===== src/rtl/keypad_pkg.sv =====
`default_nettype none
// ============================================================================
// Module   : keypad_pkg
// Purpose  : Shared key codes, scanner FSM state encoding and the 4x4
//            row/column to key-code lookup for the matrix keypad scanner.
// Revision : 1.0  initial release
// ============================================================================
package keypad_pkg;

   localparam logic [3:0] KEY_0    = 4'd0;
   localparam logic [3:0] KEY_1    = 4'd1;
   localparam logic [3:0] KEY_2    = 4'd2;
   localparam logic [3:0] KEY_3    = 4'd3;
   localparam logic [3:0] KEY_4    = 4'd4;
   localparam logic [3:0] KEY_5    = 4'd5;
   localparam logic [3:0] KEY_6    = 4'd6;
   localparam logic [3:0] KEY_7    = 4'd7;
   localparam logic [3:0] KEY_8    = 4'd8;
   localparam logic [3:0] KEY_9    = 4'd9;
   localparam logic [3:0] KEY_A    = 4'd10;
   localparam logic [3:0] KEY_B    = 4'd11;
   localparam logic [3:0] KEY_C    = 4'd12;
   localparam logic [3:0] KEY_D    = 4'd13;
   localparam logic [3:0] KEY_STAR = 4'd14;
   localparam logic [3:0] KEY_HASH = 4'd15;

   typedef enum logic [1:0] {
      SCAN     = 2'd0,
      DEBOUNCE = 2'd1,
      PRESSED  = 2'd2,
      RELEASE  = 2'd3
   } kp_state_t;

   // Physical keypad legend: row-major, row 0 at the top.
   function automatic logic [3:0] code_of(input logic [1:0] row, input logic [1:0] col);
      logic [3:0] code;
      case ({row, col})
         4'h0:    code = KEY_1;
         4'h1:    code = KEY_2;
         4'h2:    code = KEY_3;
         4'h3:    code = KEY_A;
         4'h4:    code = KEY_4;
         4'h5:    code = KEY_5;
         4'h6:    code = KEY_6;
         4'h7:    code = KEY_B;
         4'h8:    code = KEY_7;
         4'h9:    code = KEY_8;
         4'hA:    code = KEY_9;
         4'hB:    code = KEY_C;
         4'hC:    code = KEY_STAR;
         4'hD:    code = KEY_0;
         4'hE:    code = KEY_HASH;
         4'hF:    code = KEY_D;
         default: code = KEY_0;
      endcase
      return code;
   endfunction

endpackage
`default_nettype wire


===== src/rtl/keypad_sync2.sv =====
`default_nettype none
// ============================================================================
// Module   : keypad_sync2
// Purpose  : 4-bit two-flop synchroniser for the asynchronous keypad rows.
//            Resets to all-ones, i.e. "no key pressed".
// Revision : 1.0  initial release
// ============================================================================
module keypad_sync2 (
   input  logic       clk,
   input  logic       rstn,
   input  logic [3:0] d,
   output logic [3:0] q
);

   logic [3:0] r_meta;
   logic [3:0] r_sync;

   // Two-stage capture of the raw rows into the clk domain
   always_ff @(posedge clk or negedge rstn) begin
      if (!rstn) begin
         r_meta <= 4'hF;
         r_sync <= 4'hF;
      end else begin
         r_meta <= d;
         r_sync <= r_meta;
      end
   end

   assign q = r_sync;

endmodule
`default_nettype wire


===== src/rtl/keypad_scanner.sv =====
`default_nettype none
// ============================================================================
// Module   : keypad_scanner
// Purpose  : Column-scans a 4x4 active-low keypad, debounces presses and
//            releases on sample ticks and emits one key code strobe per press.
//            Optional macro KEYPAD_REPEAT_EN adds auto-repeat strobes while a
//            key stays held.
// Revision : 1.0  initial release
// ============================================================================
module keypad_scanner #(
   parameter int SCAN_DIV     = 1000,
   parameter int DEBOUNCE_CNT = 8,
   parameter int REPEAT_TICKS = 200
) (
   input  logic       clk,
   input  logic       rstn,
   input  logic [3:0] row_in,
   output logic [3:0] col_out,
   output logic [3:0] key_value,
   output logic       value_en,
   output logic       key_held
);
   import keypad_pkg::*;

   localparam int DIV_W = $clog2(SCAN_DIV);
   localparam int DBC_W = $clog2(DEBOUNCE_CNT + 1);
   localparam logic [DBC_W-1:0] c_dbc_max = DBC_W'(DEBOUNCE_CNT);
   localparam logic [DBC_W-1:0] c_dbc_one = DBC_W'(1);

   // Out-of-range parameters are flagged by this marker block in the netlist
   if (SCAN_DIV < 4 || DEBOUNCE_CNT < 1 || REPEAT_TICKS < 1) begin : g_param_range_error
   end

   logic [3:0]       w_row_sync;
   logic [DIV_W-1:0] r_div;
   logic             w_tick;
   logic             w_any_low;
   logic [1:0]       w_row_idx;
   logic [3:0]       w_code;

   kp_state_t        r_state,     w_state_nxt;
   logic [1:0]       r_col,       w_col_nxt;
   logic [3:0]       r_cand,      w_cand_nxt;
   logic [DBC_W-1:0] r_dbc,       w_dbc_nxt;
   logic [DBC_W-1:0] r_rel,       w_rel_nxt;
   logic [3:0]       r_key_value, w_key_value_nxt;
   logic             r_value_en,  w_value_en_nxt;
   logic [DBC_W-1:0] w_dbc_inc;
   logic [DBC_W-1:0] w_rel_inc;

   keypad_sync2 u_sync (
      .clk  (clk),
      .rstn (rstn),
      .d    (row_in),
      .q    (w_row_sync)
   );

   // Column dwell divider; the tick is the wrap from SCAN_DIV-1 back to 0
   always_ff @(posedge clk or negedge rstn) begin
      if (!rstn) begin
         r_div <= '0;
      end else begin
         r_div <= w_tick ? '0 : r_div + DIV_W'(1);
      end
   end

   assign w_tick    = (r_div == DIV_W'(SCAN_DIV - 1));
   assign w_any_low = ~&w_row_sync;

   // Encoder: the lowest-numbered low row wins when several are low
   always_comb begin
      w_row_idx = 2'd0;
      for (int i = 3; i >= 0; i--) begin
         if (!w_row_sync[i]) begin
            w_row_idx = 2'(i);
         end
      end
   end

   assign w_code    = code_of(w_row_idx, r_col);
   assign w_dbc_inc = (r_dbc == c_dbc_max) ? r_dbc : r_dbc + DBC_W'(1);
   assign w_rel_inc = (r_rel == c_dbc_max) ? r_rel : r_rel + DBC_W'(1);

`ifdef KEYPAD_REPEAT_EN
   localparam int RPT_W = $clog2(REPEAT_TICKS + 1);
   localparam logic [RPT_W-1:0] c_rpt_max = RPT_W'(REPEAT_TICKS);

   logic [RPT_W-1:0] r_rpt, w_rpt_nxt, w_rpt_inc;

   assign w_rpt_inc = (r_rpt == c_rpt_max) ? r_rpt : r_rpt + RPT_W'(1);

   // Auto-repeat tick counter, only meaningful while in PRESSED
   always_ff @(posedge clk or negedge rstn) begin
      if (!rstn) begin
         r_rpt <= '0;
      end else begin
         r_rpt <= w_rpt_nxt;
      end
   end
`endif

   // FSM and datapath state register
   always_ff @(posedge clk or negedge rstn) begin
      if (!rstn) begin
         r_state     <= SCAN;
         r_col       <= 2'd0;
         r_cand      <= KEY_0;
         r_dbc       <= '0;
         r_rel       <= '0;
         r_key_value <= KEY_0;
         r_value_en  <= 1'b0;
      end else begin
         r_state     <= w_state_nxt;
         r_col       <= w_col_nxt;
         r_cand      <= w_cand_nxt;
         r_dbc       <= w_dbc_nxt;
         r_rel       <= w_rel_nxt;
         r_key_value <= w_key_value_nxt;
         r_value_en  <= w_value_en_nxt;
      end
   end

   // Next-state logic: the column only moves on a tick, acceptance of a
   // debounced press happens the clk after the count completes
   always_comb begin
      w_state_nxt     = r_state;
      w_col_nxt       = r_col;
      w_cand_nxt      = r_cand;
      w_dbc_nxt       = r_dbc;
      w_rel_nxt       = r_rel;
      w_key_value_nxt = r_key_value;
      w_value_en_nxt  = 1'b0;
`ifdef KEYPAD_REPEAT_EN
      // Anything outside PRESSED keeps rpt clear, so every entry starts at 0
      w_rpt_nxt       = (r_state == PRESSED) ? r_rpt : '0;
`endif
      case (r_state)
         SCAN: begin
            if (w_tick) begin
               if (w_any_low) begin
                  w_cand_nxt  = w_code;
                  w_dbc_nxt   = c_dbc_one;
                  w_state_nxt = DEBOUNCE;
               end else begin
                  w_col_nxt   = r_col + 2'd1;
               end
            end
         end
         DEBOUNCE: begin
            if (r_dbc == c_dbc_max) begin
               w_key_value_nxt = r_cand;
               w_value_en_nxt  = 1'b1;
               w_dbc_nxt       = '0;
               w_rel_nxt       = '0;
               w_state_nxt     = PRESSED;
            end else if (w_tick) begin
               if (w_any_low && (w_code == r_cand)) begin
                  w_dbc_nxt   = w_dbc_inc;
               end else begin
                  w_dbc_nxt   = '0;
                  w_col_nxt   = r_col + 2'd1;
                  w_state_nxt = SCAN;
               end
            end
         end
         PRESSED: begin
            if (w_tick) begin
               if (!w_any_low) begin
                  // A one-tick release count finishes immediately
                  if (c_dbc_one == c_dbc_max) begin
                     w_rel_nxt   = '0;
                     w_col_nxt   = r_col + 2'd1;
                     w_state_nxt = SCAN;
                  end else begin
                     w_rel_nxt   = c_dbc_one;
                     w_state_nxt = RELEASE;
                  end
               end else begin
`ifdef KEYPAD_REPEAT_EN
                  if (w_rpt_inc == c_rpt_max) begin
                     w_value_en_nxt = 1'b1;
                     w_rpt_nxt      = '0;
                  end else begin
                     w_rpt_nxt      = w_rpt_inc;
                  end
`endif
               end
            end
         end
         RELEASE: begin
            if (w_tick) begin
               if (w_any_low) begin
                  w_rel_nxt   = '0;
                  w_state_nxt = PRESSED;
               end else if (w_rel_inc == c_dbc_max) begin
                  w_rel_nxt   = '0;
                  w_col_nxt   = r_col + 2'd1;
                  w_state_nxt = SCAN;
               end else begin
                  w_rel_nxt   = w_rel_inc;
               end
            end
         end
         default: begin
            w_state_nxt = SCAN;
         end
      endcase
   end

   assign col_out   = ~(4'b0001 << r_col);
   assign key_value = r_key_value;
   assign value_en  = r_value_en;
   assign key_held  = (r_state == PRESSED) || (r_state == RELEASE);

endmodule
`default_nettype wire


===== config.mk =====
export PLATFORM = sky130hd
export DESIGN_NAME = keypad_scanner
export DESIGN_NICKNAME = d
export VERILOG_FILES = /design/src/rtl/keypad_pkg.sv /design/src/rtl/keypad_sync2.sv /design/src/rtl/keypad_scanner.sv
export SDC_FILE = /design/constraint.sdc
export NUM_CORES = 1
export LEC_CHECK = 0
export BUFFER_PORTS_ARGS = -buffer_cell sky130_fd_sc_hd__buf_2
export CAP_MARGIN = 20
export CORE_UTILIZATION = 60
export DETAILED_ROUTE_END_ITERATION = 6
export GPL_TIMING_DRIVEN = 0
export PLACE_DENSITY = 0.79
export SLEW_MARGIN = 20
export SYNTH_ARGS = -nofsm -noshare
export SYNTH_HDL_FRONTEND = slang
export SYNTH_SLANG_ARGS = --single-unit

===== constraint.sdc =====
create_clock -name clk -period 3.1 [get_ports clk]
set_input_delay 0.465 -clock clk [delete_from_list [all_inputs] [get_ports clk]]
set_output_delay 0.465 -clock clk [all_outputs]
set_load 0.05 [all_outputs]

======== Word level (Yosys, flattened, before mapping) ========
Memory sizes are Yosys's and may differ from the RTL's.
Cells that the tools add are included.
word-level totals
  word-level logic and storage cells ...... 96
  output and inout bits ................... 10
  memories kept ........................... 1
  ROM bits ................................ 64
  flip-flop bits (word level) ............. 39
cells by class
  add/subtract/negate cells ............... 4
  bitwise gates (word level) .............. 2
  reductions and logical operators ........ 14
  mux-type cells .......................... 41
  equal/unequal tests ..................... 23
  shift operators ......................... 1
memories
  memory            depth  bits a word  rd ports  clocked after memory_dff  write ports  RTL line          source
  (name not given)  16     4            1         0                         0            keypad_pkg.sv:37  case ({row, col})
operators by type and width
  kind                                                               number
  4-bit two-way mux                                                  12
  2-bit two-way mux                                                  22
  2-bit != test, second input constant                               12
  4-bit equality test, second input constant                         3
  4-bit one-hot mux with 3 select lines                              1
  10-bit by 1-bit adder with 10-bit output, second input constant    1
  10-bit equality test, second input constant                        1
  10-bit two-way mux                                                 1
  3-bit != test, second input constant                               3
  9-bit AND reduction                                                1
  4-bit by 1-bit adder with 4-bit output, second input constant      2
  2-bit one-hot mux with 4 select lines                              1
  4-bit one-hot mux with 2 select lines                              1
  4-bit AND reduction                                                2
  8-bit AND reduction                                                1
  2-bit one-hot mux with 3 select lines                              1
  3-bit nonzero test                                                 2
  5-bit AND reduction                                                1
  2-bit equality test, second input constant                         2
  4-bit equality test                                                1
  4-bit inverter                                                     1
  1-bit by 2-bit << shifter with 4-bit output, first input constant  1
  3-bit AND reduction                                                1
  2-bit by 1-bit adder with 2-bit output, second input constant      1
  9 further kinds                                                    10

======== Depth between registers and ports, before layout ========
Gate-level depths: netlist of the first run.
An unclocked memory read counts as a cell.
  depth in word-level cells ............... 11
  mapped depth ............................ 8

======== Cells and area by module ========
Synthesis of the first run repeated with hierarchy kept, for this count alone.
unflattened totals
  cells, all modules ...................... 229
  area total of the unflattened synthesis .. 2,274.7 um2
by module, submodules not included
  module          area an instance (um2)  cells an instance  seq. area each (um2)  instances
  keypad_scanner  2,064.5                 221                775.7                 1
  keypad_sync2    210.2                   8                  210.2                 1

======== Worst setup path after synthesis of the first run ========
No wires, ideal clock.
  path type ............................... register to register
  start ................................... reg r_rel[0]
  end ..................................... reg r_col[1]
  path buffers ............................ 0
  cell stages (with the launch flop) ...... 9
  setup time .............................. 0.128 ns
  arrival time ............................ 2.237 ns
  setup slack ............................. 0.735 ns
  clock period less this slack ............ 2.365 ns
  path through ............................ dfrtp_1 inv_1 ha_1 a211o_1 a221oi_2 and3_1 a311oi_1 a311oi_2 mux2_1
between the ends
  cells in the longest elaborated chain, start to end .. 5
ends and longest elaborated chain
  element                                                                        RTL line               source
  from (decl)                                                                    keypad_scanner.sv:45   logic [DBC_W-1:0] r_rel, w_rel_nxt;
  from (signal assigned)                                                         keypad_scanner.sv:117  r_rel <= w_rel_nxt;
  4-bit by 1-bit adder with 4-bit output or 4-bit equality test (tied branches)  keypad_scanner.sv:82   assign w_rel_inc = (r_rel == c_dbc_max) ? r_rel : r_rel + DBC_W'(1);
  4-bit two-way mux *                                                            keypad_scanner.sv:82
  4-bit equality test *                                                          keypad_scanner.sv:195  end else if (w_rel_inc == c_dbc_max) begin
  2-bit != test (no line) *                                                      --
  9-bit AND reduction (no line) *                                                --
  to (signal assigned)                                                           keypad_scanner.sv:114  r_col <= w_col_nxt;
  to (decl)                                                                      keypad_scanner.sv:42   logic [1:0] r_col, w_col_nxt;
Mark *: on every way between the ends. The rest lies on a longest branch, timed or not.
A chain may end at the register's enable or synchronous reset.

======== Final worst setup path of the first run ========
  start ................................... reg r_col[0]
  end ..................................... reg r_col[1]
between the ends
  cells in the longest elaborated chain, start to end .. 5
ends and longest elaborated chain
  element                                      RTL line                                                             source
  2-bit by 1-bit adder with 2-bit output *     keypad_scanner.sv:145, keypad_scanner.sv:161, keypad_scanner.sv:197
  2-bit two-way mux, on equally long branches  keypad_scanner.sv:195, keypad_scanner.sv:157
  2-bit two-way mux, on equally long branches  keypad_scanner.sv:192, keypad_scanner.sv:156
  2-bit two-way mux, on equally long branches  keypad_scanner.sv:191, keypad_scanner.sv:150
  2-bit one-hot mux with 3 select lines *      keypad_scanner.sv:137                                                case (r_state)
  named net w_col_nxt[1]                       keypad_scanner.sv:42
The timed path passes the listed nets; every way through them passes the cells marked *. The select of a mux whose other input is x is not followed.

==> results of run 1 <==
==> worst paths after layout <==
path	end	slack, ns	depth (start not counted)
max	r_col[1]$_DFFE_PN0P_	0.36	8
min reg2reg	u_sync.q[1]$_DFF_PN1_	0.36	0
min	r_col[1]$_DFFE_PN0P_	0.26	1
max in group asynchronous	key_value[3]$_DFFE_PN0P_	2.30	1
min in group clk	u_sync.r_meta[3]$_DFF_PN1_	0.27	1
max reg2reg	r_col[1]$_DFFE_PN0P_	0.36	8
==> registers in the layout, summed over array words and instances (netlist names) <==
register / cells
key_value: 4
r_cand: 4
r_col: 2
r_dbc: 4
r_div: 10
r_rel: 4
r_state: 2
u_sync.q: 4
u_sync.r_meta: 4
value_en: 1
==> cells by family after synthesis <==
kind of cell    Yosys count
compound gates           45
xor+xnor                 13
fa+ha+maj                11
buf+inv                  20
flops                    39
mux                       8
simple gates             84
==> report_power, final <==
group	internal (mW)	leakage [nW]	switching (mW)	total, mW
logic	0.0137	0.570	0.0274	0.0411
registers	0.518	0.503	0.00399	0.522
clock network	0.260	0.0612	0.183	0.444
==> cell type report <==
| cell class | instances | share of cell area [%] |
|---|---|---|
| flip-flops and latches | 39 | 40.0 |
| clock inverters | 2 | 1.42 |
| multi-input cells | 161 | 46.5 |
| clock buffers | 6 | 3.35 |
| well taps | 46 | 2.34 |
| repair buffers | 15 | 3.05 |
| inverters | 12 | 1.83 |
| plain buffers | 8 | 1.47 |
==> worst register-to-register path, stage by stage, from the launching register on <==
cell and delay, ns:
dfrtp_1 0.50, inv_1 0.19, ha_1 0.36, o21ai_0 0.16, o221ai_1 0.19, xnor2_1 0.17, nor3_1 0.50, a311oi_2 0.22
mux2_1 0.34
==> per-layer routing <==
| layer | GRT usage, % | vias to the layer above | routed length (um) |
|---|---|---|---|
| li1 | - | 841 | - |
| met1 | 34.5 | 824 | 2160 |
| met2 | 37.2 | 24 | 1870 |
| met3 | 5.47 | 6 | 127 |
| met4 | 8.72 | 0 | 63 |
| met5 | 0 | - | 0 |
==> synth_stat cells (4+ instances only) <==
| cell | count |
|---|---|
| a21oi_1 | 6 |
| a31oi_1 | 4 |
| and3_1 | 6 |
| clkbuf_1 | 5 |
| dfrtp_1 | 31 |
| dfstp_2 | 8 |
| ha_1 | 11 |
| inv_1 | 11 |
| mux2_2 | 5 |
| nand2_1 | 14 |
| nand3_1 | 11 |
| nand4_1 | 6 |
| nor2_1 | 17 |
| nor2b_1 | 4 |
| nor3b_1 | 4 |
| o21ai_0 | 8 |
| xnor2_1 | 7 |
| xor2_1 | 6 |
==> cell usage in the layout (no fill, tap or decap), types with 3 or more instances in the layout <==
master,synthesis,final
a21oi_1,6,6
nand3_1,11,11
o21ai_0,8,8
and3_1,6,6
nor2b_1,4,4
xnor2_1,7,7
nor3_1,3,3
clkbuf_8,0,6
nor3b_1,4,4
xor2_1,6,6
dfrtp_1,31,31
buf_2,2,17
nor2_1,17,17
nand3b_1,3,3
clkbuf_1,5,5
inv_1,11,11
ha_1,11,11
a31oi_1,4,4
dfstp_2,8,8
and2_1,3,3
nand4_1,6,6
nand2_1,14,14
mux2_2,5,5
==> metrics by stage <==
step | hold WS [ns] | setup WS [ns] | std cells | total power [mW]
floorplan | 0.169 | 0.735 | 220 | 0.554
global placement | 0.346 | 0.544 | 281 | 0.571
detailed placement | 0.349 | 0.472 | 281 | 0.573
CTS | 0.257 | 0.398 | 289 | 1.01
global route | 0.247 | 0.103 | 289 | 1.04
finish | 0.256 | 0.363 | 289 | 1.01
==> results.py, run 1 <==
metrics = {
    "run_status": {
        "outcome": "complete, no violations",
    },
    "yosys": {
        "synth_nets": 237,
        "yosysWarnings": 0,
        "synth_xor_area_share_pct": 5.14,
        "synth_top_area_share_pct": 35.0,
        "synth-seq-area-share_pct": 44.5,
        "ys.flop_type": "dfrtp_1",
        "syn_area_per_cell_sq_um": 10.1,
        "async_reset_ff_share_pct": 100,
        "syn_area_sq_um": 2210,
        "ys_top_cells_by_area": "dfrtp_1 35%, dfstp_2 9.5%, ha_1 6.2%",
        "synth_top_family_by_area": "simple AND/OR/NAND/NOR gates",
        "synth_compound_area_share_pct": 14.6,
        "muxShareOfSynthArea_pct": 3.95,
        "ys_seq_elements": 39,
        "yosysTopAreaCell": "dfrtp_1",
        "synth_fa_ha_area_share_pct": 6.21,
        "synth-simple-area-share_pct": 21.9,
        "synth.distinct_cells": 59,
        "synthCells": 220,
        "synth_edf_count": 0,
    },
    "route": {
        "ant_nets": 0,
        "vias_per_cell": 5.87,
        "drt-total-wl_um": 4220,
        "first_pass_iters": 4,
        "vias": 1695,
        "wl_per_cell_um": 14.6,
        "drt_iter0_drc": 61,
        "drc": 0,
    },
    "final_layout": {
        "final_util_pct": 71.6,
        "synthToLayoutAreaGrowth_pct": 11.3,
        "final_cell_area_sq_um": 2460,
        "finalNetCount": 259,
        "drive_above_1_share_pct": 19.3,
        "multi_input_area_sq_um": 1150,
        "ff_latch_area_sq_um": 986,
        "antenna_cells": 0,
        "fillers": 290,
    },
    "grt": {
        "first_global_vias": 1599,
        "grt_pass1_wl_um": 7430,
        "antenna_found_initial": 0,
        "track_usage_pct": 24.5,
        "grt_overflow": 0,
        "grt_max_degree": 40,
    },
    "setup_path": {
        "path_cells": "inv_1, ha_1, o21ai_0, o221ai_1, xnor2_1, nor3_1, a311oi_2, mux2_1",
        "critical_path.max_stage_delay_ns": 0.50,
        "cp_top_family": "compound AO/OA/AOI/OAI gates",
        "critPathMaxFanout": 8,
        "critPathLaunch": "r_col[0]$_DFFE_PN0P_",
        "critPathRequiredTime_ns": 3.29,
        "critPathCaptureType": "flip-flop",
        "cp.buffers_inverters": 1,
        "timing.rr.start": "r_col[0]$_DFFE_PN0P_",
        "slowest_stage": "dfrtp_1",
        "arrival_ns": 2.92,
        "startpoint_type": "flip-flop",
        "crit_type": "flip-flop to flip-flop",
    },
    "cts": {
        "cts_sinks": 39,
        "cts_made_buffers": 5,
        "postCtsSetupRepairBufs": 0,
        "htreeDepth": 2,
        "clk_path_buf_depth": 2,
        "ctsResizeCount": 0,
        "cts_tree": "yes",
        "hold_buffers": 0,
        "clkTransAtPathRegs_ns": 0.08,
        "insertion_delay_ns": 0.30,
        "cts-root-buf": "clkbuf_8",
    },
    "floorplanning": {
        "start_util_pct": 64.3,
        "io_pins": 16,
        "row_count": 21,
        "die_area_sq_um": 3940,
        "die_width_um": 62.8,
        "die-height_um": 62.8,
        "core-area_sq_um": 3440,
    },
    "placed_design": {
        "numPortBuffers": 15,
        "hpwl_um": 2960,
        "gp_congestion": 0.861,
        "placed_area_sq_um": 2350,
    },
    "timing": {
        "rsz0062_at_grt": "no",
        "min_period_over_period_pct": 88.3,
        "finalCriticalPeriod_ns": 2.74,
        "tightest_slew_ns": 0.834,
        "finalSetupViolations": 0,
        "slew_violations": 0,
        "fin_setup_tns_ns": 0,
        "hold_violations": 0,
        "fin_skew_ns": 0.00969,
        "slew_headroom_pct": 44.4,
        "timing.fmax_mhz": 365,
    },
    "pwr": {
        "peakVddDrop_v": 0.000339,
        "power_leakage_nw": 1.13,
        "p_per_area_nw_per_um2": 408,
    },
    "job": {
        "maxCapViolations": 0,
    },
    "worst_hold_path": {
        "min-delay-path-class": "input port to async pin",
    },
}
Note: power is estimated with default switching activity, not from simulation.
==> run 2, diff against run 1 <==
Settings changed: SYNTH_HIERARCHICAL set to 1.
==> results.py, run 2 <==
metrics = {
    "floorplanning": {
        "die_area_sq_um": 4040,
        "die-height_um": 63.6,
        "core-area_sq_um": 3660,
        "io_pins": 16,
        "start_util_pct": 62.1,
        "row_count": 22,
        "die_width_um": 63.6,
    },
    "yosys": {
        "muxShareOfSynthArea_pct": 3.14,
        "yosysTopAreaCell": "dfrtp_1",
        "synth_nets": 246,
        "synth_top_area_share_pct": 34.1,
        "synth-simple-area-share_pct": 21.5,
        "synth.distinct_cells": 62,
        "synth-seq-area-share_pct": 43.3,
        "syn_area_per_cell_sq_um": 9.93,
        "ys_seq_elements": 39,
        "synth_fa_ha_area_share_pct": 6.05,
        "ys_top_cells_by_area": "dfrtp_1 34%, dfstp_2 9.2%, ha_1 6.1%",
        "synth_edf_count": 0,
        "synth_most_common_cell": "dfrtp_1",
        "synth_xor_area_share_pct": 3.85,
        "synth_common_cells": "31 x dfrtp_1, 19 x nand2_1, 18 x nor2_1, 15 x inv_1, 15 x o21ai_0",
        "syn_area_sq_um": 2270,
        "async_reset_ff_share_pct": 100,
        "synth_compound_area_share_pct": 17.5,
        "yosysWarnings": 6,
        "ys.flop_type": "dfrtp_1",
        "synthCells": 229,
        "synth_top_family_by_area": "simple AND/OR/NAND/NOR gates",
    },
    "placed_design": {
        "numPortBuffers": 15,
        "hpwl_um": 2960,
        "gp_congestion": 0.877,
        "placed_area_sq_um": 2410,
        "dp_cells": 292,
    },
    "route": {
        "wl_per_cell_um": 13.6,
        "first_pass_iters": 5,
        "vias_per_cell": 5.70,
        "drt-total-wl_um": 4080,
        "drc": 0,
        "drt_iter0_drc": 102,
        "ant_nets": 0,
        "vias": 1709,
    },
    "cts": {
        "cts-root-buf": "clkbuf_8",
        "cts_made_buffers": 5,
        "insertion_delay_ns": 0.30,
        "htreeDepth": 2,
        "clkTransAtPathRegs_ns": 0.07,
        "clk_path_buf_depth": 2,
        "hold_buffers": 0,
        "ctsResizeCount": 0,
        "cts_sinks": 39,
        "cts_tree": "yes",
        "postCtsSetupRepairBufs": 0,
    },
    "setup_path": {
        "worstRegToRegCells": 8,
        "critical_path.max_stage_delay_ns": 0.51,
        "r2r_setup_slack_ns": 0.58,
        "critPathRequiredTime_ns": 3.28,
        "arrival_ns": 2.70,
        "critPathCaptureType": "flip-flop",
        "path_cells": "inv_1, ha_1, nor2b_1, o21ai_0, and3b_1, o2bb2ai_1, o31ai_2, mux2_2",
        "critPathMaxFanout": 8,
        "slowest_stage": "dfrtp_1",
        "startpoint_type": "flip-flop",
        "crit_type": "flip-flop to flip-flop",
    },
    "final_layout": {
        "fillers": 289,
        "drive_above_1_share_pct": 23.8,
        "layout_commonest_cell": "dfrtp_1",
        "regMostFlops": "r_div",
        "synthToLayoutAreaGrowth_pct": 9.63,
        "mostFrequentLayoutCells": "31 x dfrtp_1, 20 x buf_2, 19 x nand2_1",
        "finalNetCount": 268,
        "largest_reg_flops": 10,
        "final_cell_area_sq_um": 2490,
        "antenna_cells": 0,
        "stdcell_count": 300,
        "final_util_pct": 68.1,
    },
    "grt": {
        "grt_overflow": 0,
        "grt_max_degree": 40,
        "track_usage_pct": 22.3,
        "use_met1_pct": 31.4,
        "use_met3_pct": 5.98,
        "first_global_vias": 1472,
        "met2_usage_pct": 32.2,
        "grt_pass1_wl_um": 6800,
        "antenna_found_initial": 0,
        "grt-busiest-layer": "met2",
    },
    "timing": {
        "timing.fmax_mhz": 398,
        "finalSetupViolations": 0,
        "tightest_slew_ns": 0.868,
        "min_period_over_period_pct": 81.1,
        "slew_headroom_pct": 42.1,
        "hold_violations": 0,
        "finalCriticalPeriod_ns": 2.52,
        "rsz0062_at_grt": "no",
        "slew_violations": 0,
        "fin_setup_tns_ns": 0,
        "fin_skew_ns": 0.00717,
    },
    "job": {
        "maxCapViolations": 0,
    },
    "pwr": {
        "finalPower_uw": 885,
        "peakVddDrop_v": 0.000257,
        "power_leakage_nw": 1.17,
        "p_per_area_nw_per_um2": 355,
    },
    "worst_hold_path": {
        "min_path_cells": 1,
        "min-delay-path-class": "input port to flip-flop",
    },
    "run_status": {
        "outcome": "complete, no violations",
    },
}
[run 2: layout make-up]
class	instances	area, sq um	area share [%]
Sequential cell	39	986	39.5
Buffer	8	47.5	1.91
Tap cell	48	60.1	2.41
Clock buffer	5	68.8	2.76
Inverter	15	56.3	2.26
Multi-Input combinational cell	167	1180	47.5
Timing Repair Buffer	15	75.1	3.01
Clock inverter	3	15.0	0.602
[run 2: where the power goes]
part	leakage, nW	total [mW]	switching [mW]	internal [mW]
sequential	0.503	0.523	0.00438	0.518
clock	0.0477	0.326	0.172	0.154
combinational	0.616	0.0366	0.0251	0.0115
total	1.17	0.885	0.202	0.683
[run 2: kinds of logic (layout without fill, tap and decap cells)]
| group | count (synthesis) | count (layout) |
|---|---|---|
| flip-flops | 39 | 39 |
| adder cells (fa/ha/maj) | 11 | 11 |
| AO/OA/AOI/OAI | 56 | 56 |
| multiplexers | 6 | 6 |
| AND/OR/NAND/NOR | 84 | 84 |
| buffers and inverters | 23 | 46 |
| XOR/XNOR | 10 | 10 |
[run 2: path summary, 6_finish.rpt]
| check | startpoint | end |
|---|---|---|
| max | r_col[0]$_DFFE_PN0P_ | r_col[1]$_DFFE_PN0P_ |
| min in group asynchronous | rstn | value_en$_DFF_PN0_ |
| min reg2reg | u_sync/r_meta[0]$_DFF_PN1_ | u_sync/q[0]$_DFF_PN1_ |
| min | row_in[3] | u_sync/r_meta[3]$_DFF_PN1_ |
| max reg2reg | r_col[0]$_DFFE_PN0P_ | r_col[1]$_DFFE_PN0P_ |
| max in group asynchronous | rstn | key_value[1]$_DFFE_PN0P_ |
[run 2: critical path: cells and delay by family (launching register included)]
kind,cells,cell delay (ns)
AO/OA/AOI/OAI,3,0.76
AND/OR/NAND/NOR,2,0.34
buffers and inverters,1,0.18
flip-flops,1,0.51
adder cells (fa/ha/maj),1,0.24
multiplexers,1,0.37
[run 2: routing by layer]
metal	vias to the layer above	share of wire (%)
met3	6	3.4
met1	809	52
met4	0	1.6
li1	865	-
met5	-	0
met2	29	43
[run 2: metrics by stage]
step	hold WS, ns	setup slack (ns)
6_report	0.262	0.585
2_1_floorplan	0.169	0.874
3_3_place_gp	0.345	0.643
5_1_grt	0.247	0.450
4_1_cts	0.252	0.576
3_5_place_dp	0.349	0.602
